**config.mk**
```make
export PLATFORM = sky130hd
export DESIGN_NAME = mem_sequencer
export DESIGN_NICKNAME = d
export VERILOG_FILES = /design/src/rtl/mem_sequencer.sv
export SDC_FILE = /design/constraint.sdc
export NUM_CORES = 1
export LEC_CHECK = 0
export CAP_MARGIN = 20
export CORE_AREA = 2 2 180 164
export CTS_CLUSTER_SIZE = 10
export DETAILED_ROUTE_END_ITERATION = 8
export DIE_AREA = 0 0 182 166
export PLACE_DENSITY = 0.45
export SLEW_MARGIN = 10
export SYNTH_ARGS = -nofsm -noshare
export SYNTH_HDL_FRONTEND = slang
export SYNTH_SLANG_ARGS = --single-unit
```
**constraint.sdc**
```tcl
create_clock -name clk -period 4.14 [get_ports clk]
set_input_delay 0.828 -clock clk [delete_from_list [all_inputs] [get_ports clk]]
set_output_delay 0.828 -clock clk [all_outputs]
set_load 0.1 [all_outputs]
```
**src/rtl/mem_sequencer.sv**
```systemverilog
// Byte-serial big-endian load/store sequencer between a CPU core and a byte-wide block RAM.
// Define MISALIGN_TRAP_EN to reject misaligned accesses with err instead of performing them.
module mem_sequencer #(
  parameter int ADDR_WIDTH = 9,
  parameter int WORD_BYTES = 4,
  parameter int RD_LATENCY = 2
) (
  input  logic                    clk,
  input  logic                    reset,
  input  logic                    req,
  input  logic                    we,
  input  logic [1:0]              size,
  input  logic                    signext,
  input  logic [ADDR_WIDTH-1:0]   addr,
  input  logic [8*WORD_BYTES-1:0] wdata,
  output logic [8*WORD_BYTES-1:0] rdata,
  output logic                    busy,
  output logic                    done,
  output logic                    err,
  output logic [ADDR_WIDTH-1:0]   mem_raddr,
  input  logic [7:0]              mem_data_out,
  output logic [ADDR_WIDTH-1:0]   mem_waddr,
  output logic [7:0]              mem_data_in,
  output logic                    mem_write
);

  localparam int W  = 8 * WORD_BYTES;
  localparam int CW = $clog2(WORD_BYTES + RD_LATENCY + 1);
  localparam logic [1:0] MAX_SIZE = 2'($clog2(WORD_BYTES));

  typedef enum logic [1:0] {IDLE, READ, WRITE} state_t;
  state_t state, state_next;

  logic [3:0]            req_n, n_r;
  logic [1:0]            size_c;
  logic [CW-1:0]         cnt;
  logic [ADDR_WIDTH-1:0] addr_r;
  logic [W-1:0]          wbuf, wshift, shreg, sh_next, ext;
  logic                  signext_r, sign;
  logic                  accept, issue, capture, write_byte, finish;
  logic                  trap_now, trap_r;

  assign size_c = (size > MAX_SIZE) ? MAX_SIZE : size;
  assign req_n  = 4'd1 << size_c;
  // Left-justify the n store bytes so each write cycle just takes the top byte.
  assign wshift = wdata << (8 * (WORD_BYTES - int'(req_n)));

`ifdef MISALIGN_TRAP_EN
  assign trap_now = (addr & ADDR_WIDTH'(req_n - 4'd1)) != '0;
`else
  assign trap_now = 1'b0;
  assign trap_r   = 1'b0;
  assign err      = 1'b0;
`endif

  always_ff @(posedge clk or posedge reset) begin
    if (reset) state <= IDLE;
    else       state <= state_next;
  end

  // cnt is the number of edges since acceptance; issue and capture both key off it.
  always_comb begin
    state_next = state;
    accept     = 1'b0;
    issue      = 1'b0;
    capture    = 1'b0;
    write_byte = 1'b0;
    finish     = 1'b0;
    case (state)
      IDLE: begin
        if (req) begin
          accept     = 1'b1;
          state_next = we ? WRITE : READ;
        end
      end
      READ: begin
        if (trap_r) begin
          finish     = 1'b1;
          state_next = IDLE;
        end else begin
          issue   = int'(cnt) < int'(n_r);
          capture = int'(cnt) >= RD_LATENCY;
          if (int'(cnt) == int'(n_r) + RD_LATENCY - 1) begin
            finish     = 1'b1;
            state_next = IDLE;
          end
        end
      end
      WRITE: begin
        if (!trap_r && int'(cnt) < int'(n_r)) begin
          write_byte = 1'b1;
        end else begin
          finish     = 1'b1;
          state_next = IDLE;
        end
      end
      default: state_next = IDLE;
    endcase
  end

  always_comb begin
    sh_next = (shreg << 8) | W'(mem_data_out);
    sign    = 1'b0;
    for (int b = 0; b < WORD_BYTES; b++)
      if (b == int'(n_r) - 1) sign = sh_next[8*b+7];
    ext = sh_next;
    for (int b = 0; b < WORD_BYTES; b++)
      if (b >= int'(n_r)) ext[8*b +: 8] = {8{signext_r & sign}};
  end

  always_ff @(posedge clk or posedge reset) begin
    if (reset) begin
      busy        <= 1'b0;
      done        <= 1'b0;
      rdata       <= '0;
      mem_raddr   <= '0;
      mem_waddr   <= '0;
      mem_data_in <= '0;
      mem_write   <= 1'b0;
      n_r         <= '0;
      cnt         <= '0;
      addr_r      <= '0;
      wbuf        <= '0;
      shreg       <= '0;
      signext_r   <= 1'b0;
`ifdef MISALIGN_TRAP_EN
      trap_r      <= 1'b0;
      err         <= 1'b0;
`endif
    end else begin
      done <= 1'b0;
`ifdef MISALIGN_TRAP_EN
      err  <= 1'b0;
`endif
      if (state != IDLE) cnt <= cnt + CW'(1);
      if (accept) begin
        busy      <= 1'b1;
        n_r       <= req_n;
        addr_r    <= addr;
        signext_r <= signext;
        shreg     <= '0;
        cnt       <= CW'(1);
`ifdef MISALIGN_TRAP_EN
        trap_r    <= trap_now;
`endif
        if (!trap_now) begin
          if (we) begin
            mem_waddr   <= addr;
            mem_data_in <= wshift[W-1 -: 8];
            mem_write   <= 1'b1;
            wbuf        <= wshift << 8;
          end else begin
            mem_raddr <= addr;
          end
        end
      end
      if (issue)   mem_raddr <= addr_r + ADDR_WIDTH'(cnt);
      if (capture) shreg <= sh_next;
      if (write_byte) begin
        mem_waddr   <= addr_r + ADDR_WIDTH'(cnt);
        mem_data_in <= wbuf[W-1 -: 8];
        wbuf        <= wbuf << 8;
        mem_write   <= 1'b1;
      end
      if (finish) begin
        busy      <= 1'b0;
        done      <= 1'b1;
        mem_write <= 1'b0;
        if (state == READ && !trap_r) rdata <= ext;
`ifdef MISALIGN_TRAP_EN
        err       <= trap_r;
`endif
      end
    end
  end

endmodule
```
; ---- After elaboration in Yosys (flattened, before gate mapping)
; Cells that the tools add are included.
[op_classes]
n_bitwise = 2
n_lt_le_gt_ge = 7
n_reduce_logical = 16
shifts = 2
n_addsub = 6
n_mux = 46
n_eq_ne = 10
[ops]
columns = cell, n
row1 = $mux 32, 3
row2 = $mux 8, 7
row3 = $mux 9, 6
row4 = $mux 24, 2
row5 = $logic_not 32->1, 1
row6 = $or 32x8->32, 1
row7 = $shl 32x32->32, 1
row8 = $mux 1, 19
row9 = $reduce_bool 2->1, 7
row10 = $eq 3x5->1 const A, 2
row11 = $mux 2, 5
row12 = $add 9x3->9, 1
row13 = $ge 1x4->1 const A, 2
row14 = $ge 2x4->1 const A, 2
row15 = $reduce_and 2->1, 4
row16 = $eq 4x6->1, 1
row17 = $mux 3, 2
row18 = $ne 2x2->1 const B, 3
row19 = $pmux 2 s3, 1
row20 = $reduce_bool 3->1, 2
row21 = $sub 5x1->6 const B, 1
row22 = $add 4x2->5 const B, 1
row23 = $eq 2x5->1 const A, 1
row24 = $sub 3x4->5 const A, 1
row25 = 13 further kinds, 13
[totals]
register_bits = 136
inputBits = 56
elab_cells = 103

; ---- Longest topological paths before layout
[logic_depth]
depth_word = 8
mapped_depth = 9

; ---- Worst setup path before layout
; No wires, ideal clock.
[synth_path]
kind = register -> register
start = register n_r[0]
end = register rdata[10]
setup_ns = 0.126
path_slack_ns = 1.773
path_stages_with_launch = 10
n_path_buf = 2
arrival_ns = 2.241
path_cell_list = dfrtp_1 > inv_1 > ha_1 > xnor2_1 > or4b_4 > o21ai_2 > o211a_1 > buf_6 > buf_12 > mux2_4
[synth_between]
elab_chain_len = 8
word_cells_on_any_way = 20
[synth_lines]
columns = element, line_no
row1 = "start, declared", 34  ; logic [3:0] req_n, n_r;
row2 = "start signal, assigned", 138  ; n_r <= req_n;
row3 = branches (longest 8 deep; another with $sub 5x1->6), -
row4 = "end signal, assigned", 169  ; if (state == READ && !trap_r) rdata <= ext;
row5 = "end, declared", 16  ; output logic [8*WORD_BYTES-1:0] rdata,
; Several ways; the timed one is not identified.
; A chain may end at the register's enable or synchronous reset.

; ---- Final worst setup path
[layout_path]
start = register n_r[0]
end = register rdata[21]
; Same word-level chain as after synthesis.

==> metrics <==
status complete, no violations; post-synth cell types 52; post-CTS setup buffers 0; RSZ-0062 raised after global routing no; nature of the critical path endpoint register; GRT Util Overall 12.6%; Mapped Nets 741; clock slew at reported path FFs 60 ps; largest net degree at the start of global routing 48; area share of the largest cell type after synthesis 49.7%; I/O pin cnt 118; worst-path cell chain inv_1, ha_1, xnor2_1, or4b_4, o21ai_2, o211a_1, buf_4, mux2i_1; post-synthesis cell area 6450 um^2; largest area contributor in the netlist dfrtp_1; CTS Buffer Depth 2; Tmin final 3050 ps; DRT iter0 DRCs 338; critical path launch point type register; Worst Path Arrival 3380 ps; Die H 166 um; Reg area 3200 um^2; DR vias/cell 4.38; Hold Vio Cnt, Final 0; area of the multi-input gates 2900 um^2; most instantiated cells after synthesis nand2_1 (144), dfrtp_1 (128), nand3_1 (42); row cnt 59; die width 182 um; CTS H-tree depth 4; setup TNS 0 ps; Max stage delay cell, worst path o211a_1; Initial Utilization 22.6%; post-synthesis async set-or-reset flop share 100%; GPL Wtd Cong 0.720; Final ANT Viol Nets 0; CP Class register to register; CTS Hold Bufs 0; Area Growth Syn to Fin 33.2%; FF+latch count, synth 128; final WL 18.3 mm; register area share after synthesis 49.7%; clock skew 19.1 ps; DPL Wire Length 12.4 mm; share of layout cells above drive strength 1 9.94%; drt wl/cell 15.9 um; most numerous cell in the Yosys netlist nand2_1; CP Buf/Inv Count 2; # DRC 0; Buffers on Ports 116; EDFF count, synth 0; core area 28,500 um^2; Max Fclk 328 MHz; Final Net Count 848; PostCTS Resize Cnt 0; top post-synthesis cells by area dfrtp_1 (50%), nand2_1 (8.4%), mux2i_1 (6.1%); Min-Delay Path Class register to register; die area 30,200 um^2; Max transition margin 30.3%; # diodes 0; Syn Inst Count 667; synthesized area per cell 9.67 um^2; Worst Path Required 4470 ps; vias in the first global route 5,255; final setup vio count 0; Vias 5,041; max-cap violations 0; hold slack 477 ps; initial antenna violation count 0; crit share post-route 73.6%; Slew Viols, Final 0; Post-synth top flop dfrtp_1; CTS Root Cell clkbuf_16; Synth Warn # 0; fillcell total 3,007; transition time at the pin with the least slew margin 1040 ps; CTS tree built; GRT overflow 0; CTS buffer count 17; drt pass-1 iters 6; Critical Path Max Stage Delay 720 ps; crit-path max FO 16; Largest delay share family, worst path compound AO/OA/AOI/OAI gates; Worst-Skew Late Latency 430 ps; first-pass GRT wire length 29.8 mm; CTS sink cnt 128
[final cells by class]
cell class / count / share of cell area (%)
tap: 366 / 5.33
clock buffer: 18 / 5.00
multi-input combinational: 462 / 33.7
sequential: 128 / 37.3
inverter: 34 / 1.53
clock inverter: 12 / 2.17
timing repair buffer: 131 / 15.0
[cells in the final DEF, fill, tap and decap left out, types with 2 or more instances in the layout]
| cell type | count |
|---|---|
| bufinv_16 | 4 |
| a21oi_1 | 35 |
| buf_4 | 14 |
| a31oi_1 | 22 |
| a211oi_1 | 2 |
| mux2i_1 | 39 |
| a21o_1 | 2 |
| o211ai_1 | 6 |
| nand2_1 | 144 |
| dfrtp_1 | 128 |
| mux2_4 | 7 |
| a221o_1 | 3 |
| ha_1 | 17 |
| clkdlybuf4s50_1 | 116 |
| and2_1 | 2 |
| nand3_1 | 42 |
| clkinv_4 | 3 |
| mux2_2 | 18 |
| o2bb2ai_1 | 2 |
| clkbuf_16 | 17 |
| clkinvlp_4 | 4 |
| xnor2_1 | 8 |
| nor2_1 | 35 |
| nand2b_1 | 4 |
| nor2b_1 | 4 |
| a22o_1 | 9 |
| o21ai_0 | 30 |
| inv_6 | 2 |
| and3b_1 | 2 |
| inv_1 | 33 |
| and3_1 | 6 |
[registers in the layout, indices dropped and copies added (netlist names)]
register / flops
rdata: 32
shreg: 24
wbuf: 24
addr_r: 9
mem_raddr: 9
mem_waddr: 9
mem_data_in: 8
n_r: 4
cnt: 3
state: 2
busy: 1
done: 1
mem_write: 1
signext_r: 1
[routing by layer]
metal  track usage (%)  up-vias  routed length [um]
met5                 0        -                   0
met4              3.79        0                 183
met3              2.98       12                 634
met2              18.8       95                8180
met1              18.1     2449                9270
li1                  -     2485                   -
[cell families after synthesis]
| family | share of synthesized area [%] |
|---|---|
| AO/OA/AOI/OAI | 12.0 |
| other | 0.0582 |
| flip-flops | 49.7 |
| XOR/XNOR | 1.22 |
| adder cells (fa/ha/maj) | 3.61 |
| multiplexers | 10.8 |
| AND/OR/NAND/NOR | 17.2 |
| buffers and inverters | 5.51 |
[tightest hold or removal path: stages, from the launching register on]
cell and delay (ps):
dfrtp_1 340, nand2_1 40, o21ai_0 60
[metrics by stage]
stage	util, %	worst slack, ps	cells	instance area (um^2)
after global placement	28.0	1120	1121	7970
after floorplan	-	1730	667	6450
after global routing	30.1	867	1151	8590
after CTS	30.1	1030	1151	8590
after detailed placement	28.0	1040	1121	7970
final	30.1	1090	1151	8590
[path summary, 6_finish.rpt]
kind | from | to | slack (ps) | cells past startpoint
max in group asynchronous | reset | shreg[1] | 2280 | 3
max | n_r[0] | rdata[21] | 1090 | 8
min in group asynchronous | reset | rdata[6] | 940 | 2
min reg2reg | wbuf[23] | wbuf[31] | 480 | 2
min | wbuf[23] | wbuf[31] | 480 | 2
max reg2reg | n_r[0] | rdata[21] | 1090 | 8
Power is left out: the tool's default activity adds up to more than one toggle a clock period on the data nets, which glitch-free logic cannot reach.
